**config.mk**
```make
export PLATFORM = sky130hd
export DESIGN_NAME = alu4_nibble_seq_flat
export DESIGN_NICKNAME = d
export VERILOG_FILES = /design/src/rtl/alu4_nibble_seq_if.sv /design/src/rtl/alu4_nibble_seq.sv /design/src/flat_wrapper.sv
export SDC_FILE = /design/constraint.sdc
export NUM_CORES = 1
export LEC_CHECK = 0
export ABC_CLOCK_PERIOD_IN_PS = 2200
export CAP_MARGIN = 10
export CORE_UTILIZATION = 49
export CTS_BUF_LIST = sky130_fd_sc_hd__clkbuf_4 sky130_fd_sc_hd__clkbuf_8
export DETAILED_ROUTE_END_ITERATION = 8
export MAX_ROUTING_LAYER = met4
export PLACE_DENSITY_LB_ADDON = 0.05
export SLEW_MARGIN = 15
export SYNTH_ARGS = -nofsm -noshare
export SYNTH_HDL_FRONTEND = slang
export SYNTH_SLANG_ARGS = --single-unit
```
**constraint.sdc**
```tcl
create_clock -name clk -period 2.2 [get_ports clk]
set_input_delay 0.22 -clock clk [delete_from_list [all_inputs] [get_ports clk]]
set_output_delay 0.22 -clock clk [all_outputs]
set_load 0.01 [all_outputs]
```
**src/rtl/alu4_nibble_seq_if.sv**
```systemverilog
// alu4_nibble_seq_if
//   Bundles the host-side request/response bus and the shared 4-bit ALU bus
//   of the nibble sequencer.
//
//   Handshake: the host raises start with op/a/b/carry_in/rot_in stable.
//   The request is taken on any clock edge where the sequencer is idle
//   (busy=0). start is ignored while busy=1 and is not queued. done pulses
//   for exactly one cycle when result and flags are valid. abort cancels a
//   running operation without a done pulse.
//
//   Modports:
//     slave  - the sequencer (takes requests, drives the ALU operands)
//     master - the host plus ALU environment around the sequencer
interface alu4_nibble_seq_if #(
  parameter int WIDTH = 16
);
  // host request
  logic             start;
  logic             abort;
  logic [3:0]       op;
  logic [WIDTH-1:0] a;
  logic [WIDTH-1:0] b;
  logic             carry_in;
  logic             rot_in;
  // host response
  logic             busy;
  logic             done;
  logic [WIDTH-1:0] result;
  logic             carry_out;
  logic             rot_out;
  logic             ovf;
  logic             zero;
  // ALU drive
  logic [3:0]       alu_op;
  logic [3:0]       alu_a;
  logic [3:0]       alu_b;
  logic             alu_mci;
  logic             alu_rci;
  // ALU return
  logic [3:0]       alu_res;
  logic             alu_mco;
  logic             alu_rco;
  logic             alu_ovf;
  logic             alu_zero;
  // FSM state, for observation only
  logic [1:0]       state_dbg;

  modport slave (
    input  start, abort, op, a, b, carry_in, rot_in,
    input  alu_res, alu_mco, alu_rco, alu_ovf, alu_zero,
    output busy, done, result, carry_out, rot_out, ovf, zero,
    output alu_op, alu_a, alu_b, alu_mci, alu_rci,
    output state_dbg
  );

  modport master (
    output start, abort, op, a, b, carry_in, rot_in,
    output alu_res, alu_mco, alu_rco, alu_ovf, alu_zero,
    input  busy, done, result, carry_out, rot_out, ovf, zero,
    input  alu_op, alu_a, alu_b, alu_mci, alu_rci,
    input  state_dbg
  );
endinterface

```
**src/rtl/alu4_nibble_seq.sv**
```systemverilog
// alu4_nibble_seq
//   Multi-precision sequencer for a shared combinational 4-bit ALU. One
//   WIDTH-bit operation is latched from the host, then the ALU is driven one
//   nibble per clock while math and rotate carries are chained between
//   nibbles. Result nibbles are collected, and final carry/rotate/overflow/
//   zero flags are reported together with a one-cycle done pulse.
//
//   Ports:
//     clk    - clock
//     rst_n  - asynchronous active-low reset
//     bus    - alu4_nibble_seq_if.slave: host request/response and ALU bus
//              (state_dbg exposes the FSM state: 0 IDLE, 1 RUN, 2 DONE)
//
//   Latency: start taken at edge 0, done high in the cycle after edge NIB,
//   busy high from edge 0 until edge NIB+1.
module alu4_nibble_seq #(
  parameter int          WIDTH       = 16,
  parameter logic [15:0] RSHIFT_MASK = 16'hA800
) (
  input logic               clk,
  input logic               rst_n,
  alu4_nibble_seq_if.slave  bus
);
  localparam int NIB = WIDTH / 4;
  localparam int CW  = (NIB > 1) ? $clog2(NIB) : 1;
  localparam logic [CW-1:0] LAST = CW'(NIB - 1);

  typedef enum logic [1:0] {
    S_IDLE = 2'd0,
    S_RUN  = 2'd1,
    S_DONE = 2'd2
  } state_e;

  state_e           state_q, state_d;
  logic [CW-1:0]    cnt_q, cnt_d;
  logic [3:0]       op_q, op_d;
  logic [WIDTH-1:0] a_q, a_d;
  logic [WIDTH-1:0] b_q, b_d;
  logic             dir_q, dir_d;     // 1: MSB nibble first
  logic             mc_q, mc_d;       // chained math carry
  logic             rc_q, rc_d;       // chained rotate carry
  logic             zacc_q, zacc_d;   // AND of per-nibble zero flags so far
  logic [WIDTH-1:0] result_q, result_d;
  logic             carry_out_q, carry_out_d;
  logic             rot_out_q, rot_out_d;
  logic             ovf_q, ovf_d;
  logic             zero_q, zero_d;

  logic [CW-1:0]    idx;
  logic [3:0]       a_nib;
  logic [3:0]       b_nib;

  // Nibble currently on the ALU: cnt walks up from 0, mirrored for MSB-first.
  always_comb begin
    idx   = dir_q ? (LAST - cnt_q) : cnt_q;
    a_nib = 4'h0;
    b_nib = 4'h0;
    for (int n = 0; n < NIB; n++) begin
      if (idx == CW'(n)) begin
        a_nib = a_q[4*n +: 4];
        b_nib = b_q[4*n +: 4];
      end
    end
  end

  always_comb begin
    state_d     = state_q;
    cnt_d       = cnt_q;
    op_d        = op_q;
    a_d         = a_q;
    b_d         = b_q;
    dir_d       = dir_q;
    mc_d        = mc_q;
    rc_d        = rc_q;
    zacc_d      = zacc_q;
    result_d    = result_q;
    carry_out_d = carry_out_q;
    rot_out_d   = rot_out_q;
    ovf_d       = ovf_q;
    zero_d      = zero_q;

    case (state_q)
      S_IDLE: begin
        // start wins over a simultaneous abort; abort has no meaning here
        if (bus.start) begin
          state_d = S_RUN;
          op_d    = bus.op;
          a_d     = bus.a;
          b_d     = bus.b;
          mc_d    = bus.carry_in;
          rc_d    = bus.rot_in;
          dir_d   = RSHIFT_MASK[bus.op];
          cnt_d   = '0;
          zacc_d  = 1'b1;
        end
      end
      S_RUN: begin
        if (bus.abort) begin
          // partial result nibbles and previous flags are left untouched
          state_d = S_IDLE;
          cnt_d   = '0;
        end else begin
          for (int n = 0; n < NIB; n++) begin
            if (idx == CW'(n)) begin
              result_d[4*n +: 4] = bus.alu_res;
            end
          end
          mc_d   = bus.alu_mco;
          rc_d   = bus.alu_rco;
          zacc_d = zacc_q & bus.alu_zero;
          cnt_d  = cnt_q + 1'b1;
          if (cnt_q == LAST) begin
            carry_out_d = bus.alu_mco;
            rot_out_d   = bus.alu_rco;
            ovf_d       = bus.alu_ovf;
            zero_d      = zacc_q & bus.alu_zero;
            cnt_d       = '0;
            state_d     = S_DONE;
          end
        end
      end
      S_DONE: begin
        state_d = S_IDLE;
      end
      default: begin
        state_d = S_IDLE;
      end
    endcase
  end

  always_ff @(posedge clk or negedge rst_n) begin
    if (!rst_n) begin
      state_q     <= S_IDLE;
      cnt_q       <= '0;
      op_q        <= 4'h0;
      a_q         <= '0;
      b_q         <= '0;
      dir_q       <= 1'b0;
      mc_q        <= 1'b0;
      rc_q        <= 1'b0;
      zacc_q      <= 1'b0;
      result_q    <= '0;
      carry_out_q <= 1'b0;
      rot_out_q   <= 1'b0;
      ovf_q       <= 1'b0;
      zero_q      <= 1'b0;
    end else begin
      state_q     <= state_d;
      cnt_q       <= cnt_d;
      op_q        <= op_d;
      a_q         <= a_d;
      b_q         <= b_d;
      dir_q       <= dir_d;
      mc_q        <= mc_d;
      rc_q        <= rc_d;
      zacc_q      <= zacc_d;
      result_q    <= result_d;
      carry_out_q <= carry_out_d;
      rot_out_q   <= rot_out_d;
      ovf_q       <= ovf_d;
      zero_q      <= zero_d;
    end
  end

  // The shared ALU sees zeros whenever this sequencer is not running.
  assign bus.alu_op    = (state_q == S_RUN) ? op_q  : 4'h0;
  assign bus.alu_a     = (state_q == S_RUN) ? a_nib : 4'h0;
  assign bus.alu_b     = (state_q == S_RUN) ? b_nib : 4'h0;
  assign bus.alu_mci   = (state_q == S_RUN) & mc_q;
  assign bus.alu_rci   = (state_q == S_RUN) & rc_q;

  assign bus.busy      = (state_q != S_IDLE);
  assign bus.done      = (state_q == S_DONE);
  assign bus.result    = result_q;
  assign bus.carry_out = carry_out_q;
  assign bus.rot_out   = rot_out_q;
  assign bus.ovf       = ovf_q;
  assign bus.zero      = zero_q;
  assign bus.state_dbg = state_q;
endmodule

```
**src/flat_wrapper.sv**
```systemverilog
// flat-port wrapper written by rule: the top's interface ports become plain ports
module alu4_nibble_seq_flat 
#(
  parameter int          WIDTH       = 16,
  parameter logic [15:0] RSHIFT_MASK = 16'hA800
)
  (clk, rst_n, bus_start, bus_abort, bus_op, bus_a, bus_b, bus_carry_in, bus_rot_in, bus_alu_res, bus_alu_mco, bus_alu_rco, bus_alu_ovf, bus_alu_zero, bus_busy, bus_done, bus_result, bus_carry_out, bus_rot_out, bus_ovf, bus_zero, bus_alu_op, bus_alu_a, bus_alu_b, bus_alu_mci, bus_alu_rci, bus_state_dbg);
  alu4_nibble_seq_if #(.WIDTH(WIDTH)) bus_i ();
  input logic clk;
  input logic rst_n;
  input wire logic [$bits(bus_i.start)-1:0] bus_start;
  input wire logic [$bits(bus_i.abort)-1:0] bus_abort;
  input wire logic [$bits(bus_i.op)-1:0] bus_op;
  input wire logic [$bits(bus_i.a)-1:0] bus_a;
  input wire logic [$bits(bus_i.b)-1:0] bus_b;
  input wire logic [$bits(bus_i.carry_in)-1:0] bus_carry_in;
  input wire logic [$bits(bus_i.rot_in)-1:0] bus_rot_in;
  input wire logic [$bits(bus_i.alu_res)-1:0] bus_alu_res;
  input wire logic [$bits(bus_i.alu_mco)-1:0] bus_alu_mco;
  input wire logic [$bits(bus_i.alu_rco)-1:0] bus_alu_rco;
  input wire logic [$bits(bus_i.alu_ovf)-1:0] bus_alu_ovf;
  input wire logic [$bits(bus_i.alu_zero)-1:0] bus_alu_zero;
  output wire logic [$bits(bus_i.busy)-1:0] bus_busy;
  output wire logic [$bits(bus_i.done)-1:0] bus_done;
  output wire logic [$bits(bus_i.result)-1:0] bus_result;
  output wire logic [$bits(bus_i.carry_out)-1:0] bus_carry_out;
  output wire logic [$bits(bus_i.rot_out)-1:0] bus_rot_out;
  output wire logic [$bits(bus_i.ovf)-1:0] bus_ovf;
  output wire logic [$bits(bus_i.zero)-1:0] bus_zero;
  output wire logic [$bits(bus_i.alu_op)-1:0] bus_alu_op;
  output wire logic [$bits(bus_i.alu_a)-1:0] bus_alu_a;
  output wire logic [$bits(bus_i.alu_b)-1:0] bus_alu_b;
  output wire logic [$bits(bus_i.alu_mci)-1:0] bus_alu_mci;
  output wire logic [$bits(bus_i.alu_rci)-1:0] bus_alu_rci;
  output wire logic [$bits(bus_i.state_dbg)-1:0] bus_state_dbg;
  assign bus_i.start = bus_start;
  assign bus_i.abort = bus_abort;
  assign bus_i.op = bus_op;
  assign bus_i.a = bus_a;
  assign bus_i.b = bus_b;
  assign bus_i.carry_in = bus_carry_in;
  assign bus_i.rot_in = bus_rot_in;
  assign bus_i.alu_res = bus_alu_res;
  assign bus_i.alu_mco = bus_alu_mco;
  assign bus_i.alu_rco = bus_alu_rco;
  assign bus_i.alu_ovf = bus_alu_ovf;
  assign bus_i.alu_zero = bus_alu_zero;
  assign bus_busy = bus_i.busy;
  assign bus_done = bus_i.done;
  assign bus_result = bus_i.result;
  assign bus_carry_out = bus_i.carry_out;
  assign bus_rot_out = bus_i.rot_out;
  assign bus_ovf = bus_i.ovf;
  assign bus_zero = bus_i.zero;
  assign bus_alu_op = bus_i.alu_op;
  assign bus_alu_a = bus_i.alu_a;
  assign bus_alu_b = bus_i.alu_b;
  assign bus_alu_mci = bus_i.alu_mci;
  assign bus_alu_rci = bus_i.alu_rci;
  assign bus_state_dbg = bus_i.state_dbg;
  alu4_nibble_seq #(.WIDTH(WIDTH), .RSHIFT_MASK(RSHIFT_MASK)) u_core (.clk(clk), .rst_n(rst_n), .bus(bus_i));
endmodule
```
==> impl_metrics.yaml, run 1 <==
sta:
  slew_viol_final: 0
  period_needed_ns: 2.21
  post-route-period-util_pct: 100
  holdWs_ns: 0.398
  tightestPinTransition_ns: 0.690
  fmaxAchievable_mhz: 453
  slew_headroom_pct: 54.0
  final-hold-violation-count: 0
  rsz0062_at_grt: "yes"
  worst_clock_skew_ns: 0.0103
  fin_ws_ns: -0.00622
  setup_violations: 1
logic_synthesis:
  synth_nets: 378
  yosysSeqAreaShare_pct: 51.3
  syn-cell-area_mm2: 0.00312
  netlist_instances: 327
  ys_ff_latch: 64
  ys.warnings.count: 0
  avgSynthCellArea_um2: 9.54
  synthDistinctLibCells: 31
critical_path:
  cp.buffers_inverters: 2
  worst_r2r_endpoint: "u_core.bus.result[14]"
  r2r_slack_ns: 0.22
  cp-endpoint: "bus_alu_b[3]"
  cp-startpoint: "u_core.cnt_q[1]"
  slowest_delay_ns: 0.45
  critPathCaptureType: "output port"
  required_ns: 1.98
  r2r_cells: 6
  reg2reg_from: "u_core.cnt_q[1]"
  worst-setup-path-type: "reg2out"
  start_kind: "register"
  path_cells: "buf_12 -> or3b_4 -> o22ai_1 -> nor4_1 -> dlygate4sd2_1"
  cp_max_fo: 13
  arrival_ns: 1.99
  path_delay_family: "simple AND/OR/NAND/NOR gates"
  cp_num_cells: 5
  worst_path_max_delay_cell: "dfrtp_2"
pwr:
  clkPwrFrac_pct: 22.0
  seq_power_share_pct: 36.5
  power_density_mw_per_mm2: 1160
  intPower_mw: 3.43
  swShare_pct: 32.9
  finalPower_mw: 5.11
  pwr-share-comb_pct: 41.6
  max-vdd-ir-drop_uv: 698
  cellLeakagePower_nw: 2.02
  p_sw_mw: 1.68
layout:
  nets: 472
  regArea_mm2: 0.00160
  n_fill_cell: 479
  post-route-util_pct: 73.2
  final_common_cell: "nand2_1"
  multi_input_area_mm2: 0.00145
  antenna_cells_inserted: 0
  drive_gt1_share_pct: 18.4
  syn_to_final_growth_pct: 41.5
  mostFrequentLayoutCells: "118 x nand2_1, 78 x clkdlybuf4s50_1, 63 x dfrtp_1"
detailed_routing:
  vias: 2639
  via_per_inst: 5.28
  drt-wirelength-per-cell_um: 14.7
  drt_iter0_markers: 113
  totalWireLength_mm: 7.36
  drc: 0
  drt.antenna.violating_nets: 0
  first_pass_iters: 4
clocking:
  path_clk_slew_ns: 0.07
  h-tree-depth: 3
  clock_path_buffers: 2
  cts_buffers: 9
  ctsRootBufferMaster: "clkbuf_8"
  cts_tree: "done"
  cts_sinks: 64
  insertion_delay_ns: 0.34
floorplanning:
  core_area_mm2: 0.00603
  dieWidth_um: 81.8
  die_y_um: 81.8
  initial_core_util_pct: 51.8
  pin_count: 88
  die-area_mm2: 0.00669
  fp-row-count: 28
grt:
  grt_max_degree: 40
  grt_usage_pct: 24.4
  antenna_found_initial: 0
  grt_pass1_vias: 2554
  grt_overflow: 0
  grt_pass1_wl_mm: 11.8
run_status:
  failed_checks: "negative setup slack"
  status: "finished with violations"
hold_path:
  min_path_type: "in2reg"
placed_design:
  io_buffers: 87
  dpl.hpwl_mm: 4.98
  gp_congestion: 0.767
job:
  cap_violations: 0
==> worst min path at each step <==
stage	start	endpoint	slack (ns)	cells after the start
2_1_floorplan	rst_n	u_core.a_q[0]	-0.08	0
3_3_place_gp	rst_n	u_core.bus.ovf	0.29	1
3_5_place_dp	rst_n	u_core.bus.ovf	0.30	1
4_1_cts	bus_b[12]	u_core.b_q[12]	0.40	3
5_1_grt	bus_b[1]	u_core.b_q[1]	0.41	3
6_report	bus_b[12]	u_core.b_q[12]	0.40	3
==> metrics by stage <==
step / setup TNS, ns / instance area [um^2] / std cells / worst slack, ns
floorplan: 0 / 3120 / 327 / 0.496
global route: -0.138 / 4410 / 500 / -0.0467
detailed placement: 0 / 4090 / 481 / 0.0567
CTS: -0.00379 / 4350 / 497 / -0.00241
global placement: 0 / 4090 / 481 / 0.0505
finish: -0.00622 / 4410 / 500 / -0.00622
==> cell type report <==
| class | count | area share (%) |
|---|---|---|
| Timing Repair Buffer | 103 | 23.5 |
| Multi-Input combinational cell | 241 | 32.9 |
| Sequential cell | 64 | 36.3 |
| Clock buffer | 10 | 3.12 |
| Clock inverter | 5 | 1.84 |
| Tap cell | 75 | 2.13 |
| Inverter | 2 | 0.170 |
==> power groups by stage <==
stage	Clock (mW)	Combinational, mW	Sequential, mW
after floorplan	0	1.12	1.87
after global placement	0	1.99	1.85
after detailed placement	0	2.04	1.87
after CTS	1.13	2.06	1.85
after global routing	1.19	2.32	1.91
final	1.12	2.12	1.86
==> Yosys cell counts (all sizes together) <==
master,count,area share (%)
nand2,119,14
o2111ai,1,0.28
and2,7,1.4
nor3b,2,0.64
nand3b,2,0.48
nor4,8,1.6
dfrtp,64,51
o22a,7,2.0
o22ai,10,2.0
nor2b,11,2.2
nand2b,3,0.60
nor2,11,1.3
a21oi,1,0.52
ha,1,0.40
and3,1,0.20
a2111oi,1,0.28
nand3,1,0.16
o21ai,7,1.1
a32o,1,0.32
buf,11,2.2
a211oi,8,1.9
or3b,1,0.28
mux2,34,12
inv,2,0.24
nor3,3,0.48
mux2i,1,0.32
clkbuf,9,1.1
==> worst register-to-register path: cells and delay by family, from the launching register on <==
family	cells	cell delay, ns
multiplexers	1	0.35
AO/OA/AOI/OAI	1	0.18
flip-flops	1	0.45
AND/OR/NAND/NOR	1	0.45
buffers and inverters	3	0.45
==> what timing repair did <==
action | in CTS | in global routing
buffers inserted | 0 | 2
gates resized for setup | 17 | 10
hold buffers | 1 | 0
setup endpoints to repair | 8 | 14
endpoints found under the hold margin | 29 | 0
cloned | 0 | 1
==> routing by layer <==
metal	track usage, %	vias to the layer above	wire length, um
met5	-	-	0
met4	10.4	0	135
met3	4.33	14	339
met2	41.0	73	3690
met1	28.7	1265	3200
li1	-	1287	-
==> sequential cells by signal, summed over array words and instances, names as in the netlist <==
| register | cells |
|---|---|
| u_core.bus.rot_out | 1 |
| u_core.bus.carry_out | 1 |
| u_core.bus.zero | 1 |
| u_core.b_q | 16 |
| u_core.dir_q | 1 |
| u_core.bus.result | 16 |
| u_core.zacc_q | 1 |
| u_core.rc_q | 1 |
| u_core.a_q | 16 |
| u_core.op_q | 4 |
| u_core.bus.ovf | 1 |
| u_core.cnt_q | 2 |
| u_core.mc_q | 1 |
| u_core.bus.state_dbg | 2 |
==> cell families after synthesis <==
group | Yosys count | share of synthesized area [%]
and+or+nand+nor | 169 | 23.7
DFF | 64 | 51.3
AOI/OAI and AO/OA | 36 | 8.42
muxes | 35 | 12.6
buffers and inverters | 22 | 3.53
adders and majority gates | 1 | 0.401
No activity file was read; power rests on OpenSTA's default activity.
==> run 2: changes to the inputs <==
--- a/config.mk
+++ b/config.mk
@@ -5,7 +5,6 @@
 export SDC_FILE = /design/constraint.sdc
 export NUM_CORES = 1
 export LEC_CHECK = 0
-export ABC_CLOCK_PERIOD_IN_PS = 2200
 export CAP_MARGIN = 10
 export CORE_UTILIZATION = 49
 export CTS_BUF_LIST = sky130_fd_sc_hd__clkbuf_4 sky130_fd_sc_hd__clkbuf_8
==> results of run 2 <==
No change in the layout: final DEF, timing and power equal those of run 1.
